--- src/rtl/multi_dice.sv ---
// Multi-die roller: free LFSR + counter feed each die, and the update interval stretches until the roll settles.
// Optional MULTI_DICE_SUM_EN builds a registered SUM of all die values; otherwise SUM is tied to 0.
module multi_dice #(
    parameter int          NDICE   = 2,
    parameter int          SIDES   = 6,
    parameter int          DIV_END = 160,
    parameter logic [15:0] SEED    = 16'h00DA
) (
    input  logic               CLK,
    input  logic               RST,
    input  logic               ROLL,
    input  logic [NDICE-1:0]   HOLD,
    output logic [8*NDICE-1:0] LEDS,
    output logic               BUSY,
    output logic               DONE,
    output logic [5:0]         SUM
);
    localparam int W = $clog2(SIDES);

    typedef enum logic {IDLE, ROLLING} state_t;

    state_t      state_reg, state_next;
    logic [7:0]  counter_reg, counter_next;
    logic [7:0]  clkdiv_reg, clkdiv_next;
    logic        done_reg, done_next;
    logic        load;
    logic [15:0] lfsr_reg, lfsr_next;
    logic [15:0] rc_reg;
    logic [3:0]  val_reg  [NDICE];
    logic [3:0]  val_next [NDICE];

    function automatic logic [6:0] seg_decode(input logic [3:0] v);
        logic [6:0] s;
        s = 7'b0000000;
        case (v)
            4'd0: s = 7'b0111111;
            4'd1: s = 7'b0000110;
            4'd2: s = 7'b1011011;
            4'd3: s = 7'b1001111;
            4'd4: s = 7'b1100110;
            4'd5: s = 7'b1101101;
            4'd6: s = 7'b1111101;
            4'd7: s = 7'b0000111;
            4'd8: s = 7'b1111111;
            4'd9: s = 7'b1101111;
            default: s = 7'b0000000;
        endcase
        return s;
    endfunction

    // Galois form of x^16+x^14+x^13+x^11+1; a nonzero seed can never reach zero.
    assign lfsr_next = {1'b0, lfsr_reg[15:1]} ^ (lfsr_reg[0] ? 16'hB400 : 16'h0000);

    always_comb begin
        state_next   = state_reg;
        counter_next = counter_reg;
        clkdiv_next  = clkdiv_reg;
        done_next    = 1'b0;
        load         = 1'b0;
        if (ROLL) begin
            state_next   = ROLLING;
            counter_next = 8'd0;
            clkdiv_next  = 8'd2;
        end else if (state_reg == ROLLING) begin
            if (counter_reg == clkdiv_reg) begin
                counter_next = 8'd0;
                clkdiv_next  = clkdiv_reg + 8'd1;
                load         = 1'b1;
                if (clkdiv_reg + 8'd1 == 8'(DIV_END)) begin
                    state_next = IDLE;
                    done_next  = 1'b1;
                end
            end else begin
                counter_next = counter_reg + 8'd1;
            end
        end
    end

    always_ff @(posedge CLK) begin
        if (RST) begin
            state_reg   <= IDLE;
            counter_reg <= 8'd0;
            clkdiv_reg  <= 8'(DIV_END);
            done_reg    <= 1'b0;
            lfsr_reg    <= SEED;
            rc_reg      <= 16'd0;
        end else begin
            state_reg   <= state_next;
            counter_reg <= counter_next;
            clkdiv_reg  <= clkdiv_next;
            done_reg    <= done_next;
            lfsr_reg    <= lfsr_next;
            rc_reg      <= rc_reg + 16'd1;
        end
    end

    assign BUSY = (state_reg == ROLLING);
    assign DONE = done_reg;

    generate
        for (genvar gi = 0; gi < NDICE; gi++) begin : g_die
            localparam int SH = (3 * gi) % 16;
            logic [15:0]  rot;
            logic [W-1:0] raw;
            logic [3:0]   raw4;
            logic [3:0]   new_val;

            assign rot     = (lfsr_reg >> SH) | (lfsr_reg << ((16 - SH) % 16));
            assign raw     = W'(rot + rc_reg);
            assign raw4    = 4'(raw);
            // raw < 2*SIDES, so a single conditional subtract folds it into range.
            assign new_val = (raw4 >= 4'(SIDES)) ? raw4 - 4'(SIDES) + 4'd1 : raw4 + 4'd1;
            assign val_next[gi] = (load && !HOLD[gi]) ? new_val : val_reg[gi];

            always_ff @(posedge CLK) begin
                if (RST) begin
                    val_reg[gi] <= 4'd1;
                end else begin
                    val_reg[gi] <= val_next[gi];
                end
            end

            assign LEDS[8*gi +: 8] = {~BUSY, seg_decode(val_reg[gi])};
        end
    endgenerate

`ifdef MULTI_DICE_SUM_EN
    logic [5:0] sum_reg, sum_next;

    // Summed from the next values so SUM is already consistent on the DONE cycle.
    always_comb begin
        sum_next = 6'd0;
        for (int i = 0; i < NDICE; i++) begin
            sum_next = sum_next + 6'(val_next[i]);
        end
    end

    always_ff @(posedge CLK) begin
        if (RST) begin
            sum_reg <= 6'(NDICE);
        end else begin
            sum_reg <= sum_next;
        end
    end

    assign SUM = sum_reg;
`else
    assign SUM = 6'd0;
`endif

endmodule

--- config.mk ---
export PLATFORM = sky130hd
export DESIGN_NAME = multi_dice
export DESIGN_NICKNAME = d
export VERILOG_FILES = /design/src/rtl/multi_dice.sv
export SDC_FILE = /design/constraint.sdc
export NUM_CORES = 1
export LEC_CHECK = 0
export ABC_AREA = 1
export BUFFER_PORTS_ARGS = -buffer_cell sky130_fd_sc_hd__buf_2
export CAP_MARGIN = 20
export CELL_PAD_IN_SITES_DETAIL_PLACEMENT = 1
export CELL_PAD_IN_SITES_GLOBAL_PLACEMENT = 2
export CORE_MARGIN = 2
export CORE_UTILIZATION = 36
export DETAILED_ROUTE_END_ITERATION = 12
export PLACE_DENSITY_LB_ADDON = 0.1
export SYNTH_ARGS = -nofsm -noshare
export SYNTH_HDL_FRONTEND = slang
export SYNTH_SLANG_ARGS = --single-unit
--- constraint.sdc ---
create_clock -name CLK -period 4.4 [get_ports CLK]
set_clock_uncertainty 0.1 [all_clocks]
set_input_delay 0.44 -clock CLK [delete_from_list [all_inputs] [get_ports CLK]]
set_output_delay 0.44 -clock CLK [all_outputs]
set_load 0.03 [all_outputs]
==> impl_metrics.tcl <==
set metrics [dict create \
    synth_area_sq_mm 0.00276 \
    dr_total_vias 2363 \
    cp.depth 12 \
    io_buffers 22 \
    yosysTopAreaCell "dfxtp_1" \
    crit_top_cell "nand2_1" \
    grt_pass1_vias 2414 \
    synth_warnings 0 \
    cts_max_path_buffers 2 \
    cp.buffers_inverters 2 \
    r2r-end "val_reg[1][2]" \
    setup_tns_ns 0 \
    start_kind "flop" \
    yosysUniqueCellTypes 32 \
    avgSynthCellArea_sq_um 6.96 \
    path_delay_family "adder cells" \
    ir_drop_mv 0.172 \
    grt_pass1_wl_um 11100 \
    ys.flop_type "dfxtp_1" \
    cts_buffers 5 \
    ys_ff_latch 45 \
    p_leak_nw 1.60 \
    cts_sinks 45 \
    fin_ws_ns 2.18 \
    fp.dieW_um 91.5 \
    largest_reg_flops 16 \
    wl_um 6260 \
    outcome "finished, final reports clean" \
    setup_viol 0 \
    rr_worst_depth 12 \
    async_flop_share_pct 0 \
    dpl.hpwl_um 5010 \
    tritoncts "built" \
    max_stage_delay_ns 0.55 \
    synth_most_common_cell "nand2_1" \
    grt_usage_pct 16.4 \
    place_congestion 0.801 \
    drv_slew 0 \
    drtAntennaViolNets 0 \
    coreArea_sq_mm 0.00733 \
    min_path_type "flop to flop" \
    dr.first_iter.drc_count 44 \
    grt_max_degree 20 \
    fin_nets 449 \
    crit_arrival_ns 2.36 \
    max_freq_mhz 450 \
    grt_remaining_overflow 0 \
    dr.pass1.iters 4 \
    start_util_pct 37.6 \
    die_area_sq_mm 0.00837 \
    remaining_drc_errors 0 \
    pwr_density_cell_mw_per_mm2 297 \
    n_antenna_cell 0 \
    worstSetupEndpointType "flop" \
    fin_cells 518 \
    ys_top_cells_by_area "dfxtp_1 (33%), nand2_1 (16%), ha_1 (11%)" \
    dp_cells 510 \
    io_pins 29 \
    period_share_pct 50.5 \
    r2r-start "rc_reg[0]" \
    crit_fanout 4 \
    worstMarginPinSlew_ns 0.593 \
    path_cells "ha_1, inv_1, fa_1, inv_1, ha_1, nand2_1, o21ai_0, nand2_1, o21ai_0, nand4_1, nand2_1, nor2_1" \
    synth_enable_flop_cells 0 \
    htree_levels 2 \
    crit_slowest_cell "fa_1" \
    synth_top_area_share_pct 32.7 \
    row_count 31 \
    endpoint "val_reg[1][2]" \
    antenna_found_initial 0 \
    drive_gt1_share_pct 12.2 \
    wl_per_cell_um 12.1 \
    grt_setup_unrepaired "no" \
    postCtsSetupRepairBufs 0 \
    die_h_um 91.5 \
    place_worst_setup_slack_ns 2.19 \
    yosysSeqAreaShare_pct 32.7 \
    synth_commonest_cells "nand2_1 (115), inv_1 (59), dfxtp_1 (45), nor2_1 (45), ha_1 (24)" \
    clockRootBuffer "clkbuf_8" \
    avgViaCountPerCell 4.56 \
    layout_min_cycle_time_ns 2.22 \
    worstSkewPairLatency_ns 0.30 \
    cts_resized 0 \
    area_delta_synth_final_pct 10.6 \
    critPathRequiredTime_ns 4.54 \
    synthCells 396 \
    ctsHoldBuffers 0 \
    timing.critical_path.from "rc_reg[0]" \
    fill_cells 965 \
    slew_headroom_pct 60.4 \
    path_clk_slew_ns 0.09 \
    r2r_slack_ns 2.18 \
    cap_violations 0 \
    hold_viol 0 \
    crit_type "flop to flop" \
]
[metal layers]
layer  track usage (%)  share of wire, %  up-vias
met5                 0                 0        -
met4              4.67               1.1        0
met3              2.74               1.8        4
met2              28.0                48       17
met1              21.1                49     1101
li1                  -                 -     1241
[cells by family (layout without fill, tap and decap cells)]
| family | Yosys count | after routing | share of synthesized area, % |
|---|---|---|---|
| other | 1 | 6 | 0.136 |
| flip-flops | 45 | 45 | 32.7 |
| XOR/XNOR | 11 | 11 | 3.50 |
| AND/OR/NAND/NOR | 207 | 207 | 34.0 |
| AO/OA/AOI/OAI | 30 | 30 | 5.81 |
| adder cells (fa/ha/maj) | 26 | 26 | 12.3 |
| buffers and inverters | 76 | 94 | 11.6 |
[final cells by class]
class | count | area, sq um | area share (%)
clock buffer | 5 | 68.8 | 2.26
inverter | 64 | 240 | 7.88
clock inverter | 3 | 50.0 | 1.64
multi-input combinational | 280 | 1560 | 51.0
timing repair buffer | 22 | 110 | 3.61
tap | 99 | 124 | 4.06
sequential | 45 | 901 | 29.5
[worst min-delay path, cell delays in order, from the launching register on]
cell     delay [ns]
dfxtp_1        0.31
inv_1          0.04
nor2_1         0.03
[report_power, final]
group | total (W) | switching [W] | leakage [nW] | internal, W
clock | 0.000329 | 0.000155 | 0.0603 | 0.000174
sequential | 0.000437 | 0.0000143 | 0.369 | 0.000423
combinational | 0.000139 | 0.0000928 | 1.17 | 0.0000465
[cell usage in the layout, fill, tap and decap left out, types with 5 or more instances in the layout]
cell / synthesis / routed
clkbuf_8: 0 / 5
buf_2: 0 / 22
nor2_1: 45 / 45
dfxtp_1: 45 / 45
inv_1: 59 / 59
xor2_1: 5 / 5
nand3_1: 22 / 22
conb_1: 1 / 6
ha_1: 24 / 24
nand2_1: 115 / 115
o21ai_0: 20 / 20
xnor2_1: 6 / 6
[worst min path at each step]
stage	start	to	slack (ns)	depth (start not counted)
after global routing	lfsr_reg[9]	lfsr_reg[8]	0.33	2
after floorplan	lfsr_reg[12]	lfsr_reg[11]	0.29	2
after global placement	lfsr_reg[9]	lfsr_reg[8]	0.29	2
after detailed placement	lfsr_reg[8]	lfsr_reg[7]	0.30	1
after CTS	lfsr_reg[9]	lfsr_reg[8]	0.32	2
final	lfsr_reg[10]	lfsr_reg[9]	0.31	2
[per-stage QoR]
| step | hold WS (ns) | cell area [sq um] | util, % | power (W) |
|---|---|---|---|---|
| 6_report | 0.313 | 3050 | 41.6 | 0.000905 |
| 5_1_grt | 0.326 | 3050 | 41.6 | 0.000957 |
| 4_1_cts | 0.319 | 3050 | 41.6 | 0.000919 |
| 3_5_place_dp | 0.301 | 2930 | 40.0 | 0.000586 |
| 3_3_place_gp | 0.289 | 2930 | 40.0 | 0.000578 |
| 2_1_floorplan | 0.288 | 2780 | - | 0.000557 |
(Power assumes the default switching activity.)
